===== config.mk =====
export PLATFORM = sky130hd
export DESIGN_NAME = kf_bank_sequencer
export DESIGN_NICKNAME = d
export VERILOG_FILES = /design/src/rtl/kf_seq_pkg.sv /design/src/rtl/kf_seq_decode.sv /design/src/rtl/kf_bank_sequencer.sv
export SDC_FILE = /design/constraint.sdc
export NUM_CORES = 1
export LEC_CHECK = 0
export BUFFER_PORTS_ARGS = -buffer_cell sky130_fd_sc_hd__buf_2
export CAP_MARGIN = 20
export CELL_PAD_IN_SITES_DETAIL_PLACEMENT = 0
export CELL_PAD_IN_SITES_GLOBAL_PLACEMENT = 1
export CORE_MARGIN = 1.5
export CORE_UTILIZATION = 41
export CTS_CLUSTER_DIAMETER = 50
export DETAILED_ROUTE_END_ITERATION = 8
export PLACE_DENSITY = 0.84
export SYNTH_ARGS = -nofsm -noshare
export SYNTH_HDL_FRONTEND = slang
export SYNTH_HIERARCHICAL = 1
export SYNTH_SLANG_ARGS = --single-unit

===== constraint.sdc =====
create_clock -name clk -period 2.65 [get_ports clk]
set_clock_uncertainty 0.2 [all_clocks]
set_input_delay 0.53 -clock clk [delete_from_list [all_inputs] [get_ports clk]]
set_output_delay 0.53 -clock clk [all_outputs]
set_load 0.05 [all_outputs]

===== src/rtl/kf_seq_pkg.sv =====
// Shared constants for the Kalman-filter bank sequencer: state codes, opcodes,
// router select codes and instruction field positions.
package kf_seq_pkg;

    localparam logic [2:0] ST_IDLE    = 3'd0;
    localparam logic [2:0] ST_FETCH   = 3'd1;
    localparam logic [2:0] ST_DECODE  = 3'd2;
    localparam logic [2:0] ST_ISSUE   = 3'd3;
    localparam logic [2:0] ST_WAIT_AU = 3'd4;
    localparam logic [2:0] ST_WB      = 3'd5;
    localparam logic [2:0] ST_DONE    = 3'd6;

    localparam logic [2:0] OP_END  = 3'd0;
    localparam logic [2:0] OP_AUOP = 3'd1;
    localparam logic [2:0] OP_CLR  = 3'd2;
    localparam logic [2:0] OP_SET  = 3'd3;

    localparam logic [1:0] SD_DIN  = 2'd0;
    localparam logic [1:0] SD_RES  = 2'd1;
    localparam logic [1:0] SD_ZERO = 2'd2;
    localparam logic [1:0] SD_ONES = 2'd3;

    localparam logic [1:0] SW_EXT   = 2'd0;
    localparam logic [1:0] SW_GATED = 2'd1;
    localparam logic [1:0] SW_OFF   = 2'd2;
    localparam logic [1:0] SW_ON    = 2'd3;

    localparam int OPC_LSB  = 18;
    localparam int FUNC_LSB = 15;
    localparam int DEST_LSB = 10;
    localparam int SRCA_LSB = 5;
    localparam int SRCB_LSB = 0;

endpackage


===== src/rtl/kf_seq_decode.sv =====
// Combinational split of a program word into fields plus opcode class flags.
module kf_seq_decode
    import kf_seq_pkg::*;
#(
    parameter int IW    = 21,
    parameter int ADDRW = 5
) (
    input  logic [IW-1:0]    instr,
    output logic [2:0]       func,
    output logic [ADDRW-1:0] dest,
    output logic [ADDRW-1:0] srca,
    output logic [ADDRW-1:0] srcb,
    output logic             op_end,
    output logic             op_au,
    output logic             op_wr,
    output logic             wr_ones
);
    logic [2:0] opc;

    assign opc     = instr[OPC_LSB +: 3];
    assign func    = instr[FUNC_LSB +: 3];
    assign dest    = instr[DEST_LSB +: ADDRW];
    assign srca    = instr[SRCA_LSB +: ADDRW];
    assign srcb    = instr[SRCB_LSB +: ADDRW];
    assign op_end  = (opc == OP_END);
    assign op_au   = (opc == OP_AUOP);
    // Codes 4-7 fall through every flag and execute as NOP.
    assign op_wr   = (opc == OP_CLR) || (opc == OP_SET);
    assign wr_ones = (opc == OP_SET);
endmodule


===== src/rtl/kf_bank_sequencer.sv =====
// Program sequencer for the Data Bank router and AU: fetch/decode/issue/writeback
// with registered (Moore) router controls and READY ownership.
module kf_bank_sequencer
    import kf_seq_pkg::*;
#(
    parameter int ADDRW = 5,
    parameter int PCW   = 6,
    parameter int IW    = 21,
    parameter int TMO   = 255
) (
    input  logic             clk,
    input  logic             rst_n,
    input  logic             start,
    input  logic             abort,
    output logic [PCW-1:0]   instr_addr,
    input  logic [IW-1:0]    instr_data,
    output logic             au_start,
    output logic [2:0]       au_func,
    input  logic             au_done,
    output logic [ADDRW-1:0] ctl_a,
    output logic [ADDRW-1:0] ctl_b,
    output logic [1:0]       sel_data,
    output logic             sel_dira,
    output logic             sel_dirb,
    output logic [1:0]       sel_write,
    output logic             ready,
    output logic             done,
    output logic             err
);
    localparam int CW = (TMO < 2) ? 1 : $clog2(TMO + 1);

    logic [2:0]       state;
    logic [PCW-1:0]   pc;
    logic [CW-1:0]    cnt;
    logic [ADDRW-1:0] dest_q;

    logic [2:0]       d_func;
    logic [ADDRW-1:0] d_dest, d_srca, d_srcb;
    logic             d_end, d_au, d_wr, d_ones;

    assign instr_addr = pc;

    kf_seq_decode #(.IW(IW), .ADDRW(ADDRW)) u_dec (
        .instr   (instr_data),
        .func    (d_func),
        .dest    (d_dest),
        .srca    (d_srca),
        .srcb    (d_srcb),
        .op_end  (d_end),
        .op_au   (d_au),
        .op_wr   (d_wr),
        .wr_ones (d_ones)
    );

    always_ff @(posedge clk or negedge rst_n) begin
        if (!rst_n) begin
            state     <= ST_IDLE;
            pc        <= '0;
            cnt       <= '0;
            dest_q    <= '0;
            ready     <= 1'b1;
            sel_dira  <= 1'b1;
            sel_dirb  <= 1'b1;
            sel_data  <= SD_DIN;
            sel_write <= SW_OFF;
            ctl_a     <= '0;
            ctl_b     <= '0;
            au_start  <= 1'b0;
            au_func   <= '0;
            done      <= 1'b0;
            err       <= 1'b0;
        end else if (abort) begin
            // Parks in IDLE with the write path off for one cycle; err survives.
            state     <= ST_IDLE;
            pc        <= '0;
            ready     <= 1'b1;
            sel_dira  <= 1'b1;
            sel_dirb  <= 1'b1;
            sel_data  <= SD_DIN;
            sel_write <= SW_OFF;
            au_start  <= 1'b0;
            done      <= 1'b0;
        end else begin
            au_start <= 1'b0;
            done     <= 1'b0;
            case (state)
                ST_IDLE: begin
                    ready     <= 1'b1;
                    sel_dira  <= 1'b1;
                    sel_dirb  <= 1'b1;
                    sel_data  <= SD_DIN;
                    sel_write <= SW_GATED;
                    if (start) begin
                        pc        <= '0;
                        err       <= 1'b0;
                        ready     <= 1'b0;
                        sel_write <= SW_OFF;
                        state     <= ST_FETCH;
                    end
                end
                ST_FETCH: state <= ST_DECODE;
                ST_DECODE: begin
                    dest_q <= d_dest;
                    if (d_end) begin
                        done  <= 1'b1;
                        state <= ST_DONE;
                    end else if (d_au) begin
                        ctl_a    <= d_srca;
                        ctl_b    <= d_srcb;
                        sel_dira <= 1'b0;
                        sel_dirb <= 1'b0;
                        au_func  <= d_func;
                        au_start <= 1'b1;
                        state    <= ST_ISSUE;
                    end else if (d_wr) begin
                        ctl_a     <= d_dest;
                        sel_dira  <= 1'b0;
                        sel_data  <= d_ones ? SD_ONES : SD_ZERO;
                        sel_write <= SW_ON;
                        state     <= ST_WB;
                    end else if (pc == '1) begin
                        // NOP in the last slot also runs off the end of the program.
                        err   <= 1'b1;
                        done  <= 1'b1;
                        state <= ST_DONE;
                    end else begin
                        pc    <= pc + PCW'(1);
                        state <= ST_FETCH;
                    end
                end
                ST_ISSUE: begin
                    cnt   <= '0;
                    state <= ST_WAIT_AU;
                end
                ST_WAIT_AU: begin
                    if (au_done) begin
                        ctl_a     <= dest_q;
                        sel_dira  <= 1'b0;
                        sel_data  <= SD_RES;
                        sel_write <= SW_ON;
                        state     <= ST_WB;
                    end else if (cnt == CW'(TMO - 1)) begin
                        err   <= 1'b1;
                        done  <= 1'b1;
                        state <= ST_DONE;
                    end else begin
                        cnt <= cnt + CW'(1);
                    end
                end
                ST_WB: begin
                    sel_write <= SW_OFF;
                    pc        <= pc + PCW'(1);
                    if (pc == '1) begin
                        err   <= 1'b1;
                        done  <= 1'b1;
                        state <= ST_DONE;
                    end else begin
                        state <= ST_FETCH;
                    end
                end
                ST_DONE: begin
                    ready     <= 1'b1;
                    sel_dira  <= 1'b1;
                    sel_dirb  <= 1'b1;
                    sel_data  <= SD_DIN;
                    sel_write <= SW_GATED;
                    state     <= ST_IDLE;
                end
                default: state <= ST_IDLE;
            endcase
        end
    end
endmodule


==> flow_metrics.tcl, run 1 <==
set metrics [dict create \
    status "completed" \
    routed_wl_um 5463 \
    critPathTopFamily "simple AND/OR/NAND/NOR gates" \
    netlist_instances 275 \
    fin_ws_ns 0.3457 \
    drv_slew 0 \
    antenna_cells 0 \
    synth-seq-cells 45 \
    maxCapViolCount 0 \
    startpoint "state[2]" \
    synth.avg_cell_area_um2 9.555 \
    p_per_area_nw_per_um2 640.8 \
    rows 28 \
    setup_viol 0 \
    slowest_stage "dfrtp_1" \
    ys.warnings.count 6 \
    io_pins 55 \
    crit_buf_inv 0 \
    final_util_pct 49.26 \
    n_fill_cell 588 \
    ctsResizeCount 0 \
    layout_commonest_cell "buf_2" \
    worstPathCellList "or3b_1, or3_1, o21ba_2, nand3b_1, o21ai_1" \
    h-tree-depth 2 \
    p_leak_nw 1.432 \
    cts_tree "yes" \
    ys.flop_type "dfrtp_1" \
    clk_path_buf_depth 2 \
    globalRouteOverflowTotal 0 \
    worstSetupEndpointType "flip-flop" \
    cts_root_buffer "clkbuf_8" \
    cts_buffers 5 \
    coreArea_um2 6061 \
    hp-class "input pin to async pin" \
    cts.sinks 45 \
    synth_area_leaders "dfrtp_1 (39%), mux2_2 (5.6%), mux2i_1 (5.3%)" \
    fin_nets 345 \
    syn2layout_area_growth_pct 13.62 \
    insertion_delay_ns 0.30 \
    relSlewSlack_pct 61.03 \
    routedWlPerCell_um 13.94 \
    tns_ns 0 \
    ir_drop_uv 489.3 \
    period_minus_slack_ns 2.304 \
    required_ns 2.68 \
    drtIter0Drc 118 \
    die_area_um2 6898 \
    yosysUniqueCellTypes 52 \
    holdWs_ns 0.1006 \
    fp.dieH_um 83.06 \
    hpwlAfterDp_um 4026 \
    clock.fmax_mhz 434.0 \
    grt_pass1_wl_um 9487 \
    start_util_pct 43.35 \
    die-width_um 83.06 \
    cts_setup_buffers 0 \
    final_cell_mix "buf_2 (54), dfrtp_1 (41), nor2_1 (28), nand2_1 (21)" \
    ys_seq_area_share_pct 43.05 \
    worstSetupPathType "flip-flop to flip-flop" \
    num_vias 2072 \
    cp-start-kind "flip-flop" \
    place_ws_ns 0.3519 \
    synth_async_sr_flop_share_pct 100.0 \
    rr_startpoint "state[2]" \
    syn_area_um2 2628 \
    arrival_ns 2.33 \
    drc 0 \
    synth_top_cell_area_share_pct 39.05 \
    p_total_mw 1.913 \
    grt_max_degree 46 \
    critPathMaxFanout 11 \
    io_buffers 54 \
    period_share_pct 86.95 \
    routabilityCongestion 0.8070 \
    cts.clk_slew.worst_paths_ns 0.09 \
    tightestPinTransition_ns 0.5845 \
    drtPass1Iterations 4 \
    antenna_found_initial 0 \
    ant_nets 0 \
    synth-edff-count 0 \
    synth_top_area_cell "dfrtp_1" \
    hold_viol 0 \
    rsz0062_at_grt "no" \
    hold_buffers 0 \
    critPathMaxStageDelay_ns 0.53 \
    vias_per_cell 5.286 \
    drive_gt1_share_pct 33.12 \
    track_usage_pct 16.83 \
    grt_pass1_vias 1963 \
    syn_nets 304 \
]
[routing by layer]
| metal | global-route usage [%] | wire length [um] | vias to the layer above |
|---|---|---|---|
| li1 | - | - | 1016 |
| met1 | 23.03 | 2517 | 1000 |
| met2 | 26.90 | 2652 | 49 |
| met3 | 3.479 | 211 | 7 |
| met4 | 5.152 | 82 | 0 |
| met5 | 0 | 0 | - |
[layout make-up]
| type | instances | area, um2 | area share (%) |
|---|---|---|---|
| inverter | 11 | 41.29 | 1.383 |
| timing repair buffer | 68 | 375.4 | 12.57 |
| tap | 75 | 93.84 | 3.143 |
| clock buffer | 5 | 68.82 | 2.305 |
| multi-input combinational | 185 | 1252 | 41.95 |
| sequential | 45 | 1131 | 37.89 |
| clock inverter | 3 | 22.52 | 0.7544 |
[state kept, by name (all words and copies together) (netlist names)]
name / flops
sel_dira: 1
au_start: 1
done: 1
ready: 1
sel_data: 2
au_func: 3
cnt: 8
err: 1
sel_write: 2
state: 3
ctl_a: 5
instr_addr: 6
sel_dirb: 1
ctl_b: 5
dest_q: 5
[synth_stat cells, types with 2 or more instances]
library cell / instances
nor4_4: 2
nand2b_1: 11
a31oi_1: 2
mux2_2: 13
nand3b_1: 3
o21ai_1: 3
nand3_1: 12
o21a_1: 2
and4_1: 2
dfstp_2: 4
o21ai_0: 14
buf_2: 4
nor2_1: 28
nor3b_1: 2
nor2b_1: 2
nand2_1: 21
inv_1: 11
dfrtp_1: 41
buf_4: 18
nor3_1: 7
a21o_1: 3
a221oi_1: 3
a21oi_1: 9
xnor2_1: 4
or2_2: 3
mux2i_1: 14
ha_1: 3
clkbuf_1: 10
[logic make-up after synthesis]
group / count (synthesis) / synth area share [%]
flops: 45 / 43.05
xor+xnor: 4 / 1.333
mux: 27 / 10.90
simple gates: 100 / 21.05
buf+inv: 45 / 9.476
fa+ha+maj: 3 / 1.429
compound gates: 51 / 12.76
[metrics by stage]
step	instances	cell area, um2
2_1_floorplan	275	2628
3_3_place_gp	384	2894
3_5_place_dp	384	2894
4_1_cts	392	2985
5_1_grt	392	2985
6_report	392	2985
[power breakdown]
part | internal (mW) | switching (mW) | total [mW]
logic | 0.200 | 0.410 | 0.609
registers | 0.810 | 0.0671 | 0.877
clock network | 0.185 | 0.242 | 0.427
total | 1.19 | 0.719 | 1.91
[worst paths after layout]
kind                             endpoint  slack [ns]  depth (start not counted)
max in group asynchronous        state[0]        1.74                          2
min in group clk                 ctl_b[2]        0.25                          2
worst min-delay path            dest_q[1]        0.10                          2
worst max-delay path               cnt[6]        0.35                          5
worst min register to register   sel_dirb        0.27                          2
worst max register to register     cnt[6]        0.35                          5
Note: power is estimated with default switching activity, not from simulation.
==> run 2: changes to the inputs <==
--- a/config.mk
+++ b/config.mk
@@ -13,8 +13,7 @@
 export CORE_UTILIZATION = 41
 export CTS_CLUSTER_DIAMETER = 50
 export DETAILED_ROUTE_END_ITERATION = 8
-export PLACE_DENSITY = 0.84
+export PLACE_DENSITY = 0.85
 export SYNTH_ARGS = -nofsm -noshare
 export SYNTH_HDL_FRONTEND = slang
-export SYNTH_HIERARCHICAL = 1
 export SYNTH_SLANG_ARGS = --single-unit
==> run 2 against run 1 <==
Compared with the run above: final cell count up 2.8%; sequential power is 2% higher; global-route usage is 2.2 points higher; flip-flop and latch count did not move; routed wire length up 5.3%; maximum frequency grew 5.7%; clock power increased by 28%; synthesized cell count fell by 2.2%; die area is 5.3% lower; final area shrank 0.21%; sequential share of layout area up 0.079 points; total power grew 11%; critical path type unchanged.
==> flow_metrics.tcl, run 2 <==
set metrics [dict create \
    status "completed" \
    antenna_cells 0 \
    p_leak_nw 1.423 \
    clock.fmax_mhz 458.8 \
    h-tree-depth 2 \
    worstSetupPathType "flip-flop to flip-flop" \
    grt_pass1_vias 2066 \
    coreArea_um2 5886 \
    critPathMaxStageDelay_ns 0.50 \
    ant_nets 0 \
    synth-seq-cells 45 \
    rsz0062_at_grt "no" \
    ys.warnings.count 0 \
    routed_wl_um 5754 \
    cts_root_buffer "clkbuf_8" \
    largest_reg_flops 8 \
    grt_pass1_wl_um 9597 \
    clk_path_buf_depth 2 \
    syn_nets 298 \
    cts_tree "yes" \
    syn2layout_area_growth_pct 20.01 \
    hpwlAfterDp_um 4247 \
    io_buffers 54 \
    antenna_found_initial 0 \
    start_util_pct 42.18 \
    met1_usage_pct 24.79 \
    synth_area_leaders "dfrtp_1 (41%), mux2_2 (6.4%), nand2_1 (5.6%)" \
    startpoint "instr_addr[0]" \
    hp-class "input pin to async pin" \
    routabilityCongestion 0.8211 \
    ys.flop_type "dfrtp_1" \
    fin_nets 356 \
    grt_max_degree 46 \
    layout_commonest_cell "buf_2" \
    r2r_slack_ns 0.47 \
    syn_area_um2 2482 \
    arrival_ns 2.22 \
    io_pins 55 \
    ir_drop_uv 500.4 \
    holdWs_ns 0.1109 \
    drc 0 \
    insertion_delay_ns 0.29 \
    cts.clk_slew.worst_paths_ns 0.09 \
    vias_per_cell 5.439 \
    synth_top_cell_area_share_pct 41.33 \
    maxCapViolCount 0 \
    rr_endpoint "instr_addr[3]" \
    setup_viol 0 \
    cts_buffers 5 \
    period_share_pct 82.25 \
    cp-endpoint "instr_addr[3]" \
    synth-edff-count 0 \
    netlist_instances 269 \
    period_minus_slack_ns 2.180 \
    yosysUniqueCellTypes 52 \
    ys_seq_area_share_pct 45.56 \
    cp-start-kind "flip-flop" \
    fp.dieH_um 80.81 \
    ctsResizeCount 0 \
    rows 28 \
    required_ns 2.69 \
    num_vias 2192 \
    critPathMaxFanout 8 \
    cts.sinks 45 \
    rr_startpoint "instr_addr[0]" \
    drive_gt1_share_pct 30.18 \
    synth.avg_cell_area_um2 9.228 \
    hold_viol 0 \
    worstSetupEndpointType "flip-flop" \
    p_per_area_nw_per_um2 710.8 \
    tightestPinTransition_ns 0.6495 \
    globalRouteOverflowTotal 0 \
    grt_util_met3_pct 4.607 \
    routedWlPerCell_um 14.28 \
    synth_most_common_cell "dfrtp_1" \
    hold_buffers 0 \
    tns_ns 0 \
    drtPass1Iterations 4 \
    track_usage_pct 19.08 \
    synth_top_area_cell "dfrtp_1" \
    cts_setup_buffers 0 \
    reg2reg_depth 6 \
    synth_async_sr_flop_share_pct 100.0 \
    synthTopCellsByCount "dfrtp_1 (41), nand2_1 (37), nor2_1 (28)" \
    worstPathCellList "ha_1, nand4_1, o21ai_1, a21o_1, or4_1, nand3_1" \
    drtIter0Drc 129 \
    drv_slew 0 \
    top_usage_layer "met2" \
    relSlewSlack_pct 56.51 \
    grt.met2_usage_pct 31.33 \
    slowest_stage "or4_1" \
    max_flop_register "cnt" \
    final_cell_mix "buf_2 (54), dfrtp_1 (41), nand2_1 (37), nor2_1 (28), o21ai_0 (18)" \
    die_area_um2 6530 \
    die-width_um 80.81 \
]
==> run 2: cell types whose count changed after synthesis, moves of 5 or more <==
cell / previous run / this run
a31oi_1: 2 / 9
nand2b_1: 11 / 3
inv_1: 11 / 5
nand2_1: 21 / 37
buf_4: 18 / 1
a21oi_1: 9 / 15
nor3_1: 7 / 2
==> run 2: logic make-up (layout without fill, tap and decap cells) <==
group                      count (synthesis)  count (layout)  synth area share [%]
AOI/OAI and AO/OA                         69              69                 17.34
adders and majority gates                  3               3                 1.512
buffers and inverters                     19              78                 3.578
DFF                                       45              45                 45.56
muxes                                     25              25                 10.79
and+or+nand+nor                          108             108                 21.22
==> run 2: worst min-delay path by stage <==
stage / start / to / slack [ns] / cells after the start
after global routing: rst_n / ctl_a[1] / 0.15 / 2
after global placement: dest_q[1] / dest_q[1] / 0.26 / 2
final: rst_n / err / 0.11 / 2
after CTS: rst_n / ctl_a[2] / 0.13 / 2
after detailed placement: dest_q[1] / dest_q[1] / 0.27 / 2
after floorplan: rst_n / au_func[0] / 0.03 / 0
==> run 2: power by group <==
part | switching, mW | internal, mW | total [mW]
Combinational | 0.467 | 0.210 | 0.676
Sequential | 0.0842 | 0.809 | 0.893
Clock | 0.241 | 0.307 | 0.548
Total | 0.792 | 1.33 | 2.12
==> run 2: stage by stage <==
| stage | total power [mW] | cell area, um2 | cells | utilization (%) | setup slack (ns) |
|---|---|---|---|---|---|
| 6_report | 2.117 | 2979 | 403 | 50.62 | 0.4703 |
| 5_1_grt | 2.229 | 2979 | 403 | 50.62 | 0.3405 |
| 4_1_cts | 2.141 | 2979 | 403 | 50.62 | 0.4715 |
| 3_5_place_dp | 1.587 | 2859 | 395 | 48.58 | 0.3784 |
| 3_3_place_gp | 1.572 | 2859 | 395 | 48.58 | 0.4141 |
| 2_1_floorplan | 1.396 | 2482 | 269 | - | 0.3731 |
==> run 2: layout make-up <==
cell class,count,area [um2]
flip-flops and latches,45,1131
inverters,5,18.77
repair buffers,65,352.8
fillers,557,2907
multi-input cells,205,1262
clock inverters,2,37.54
clock buffers,6,82.58
well taps,75,93.84
==> run 2: critical path: cells and delay by family (launching register included) <==
family	cells	cell delay [ns]
compound gates	2	0.46
simple gates	3	0.72
flops	1	0.46
fa+ha+maj	1	0.28
==> run 2: per-layer routing <==
layer / vias to the layer above / part of all wire [%] / wire [um]
met1: 1060 / 44 / 2556
met3: 4 / 4.6 / 265
li1: 1080 / - / -
met2: 48 / 50 / 2868
met4: 0 / 1.1 / 64
met5: - / 0 / 0
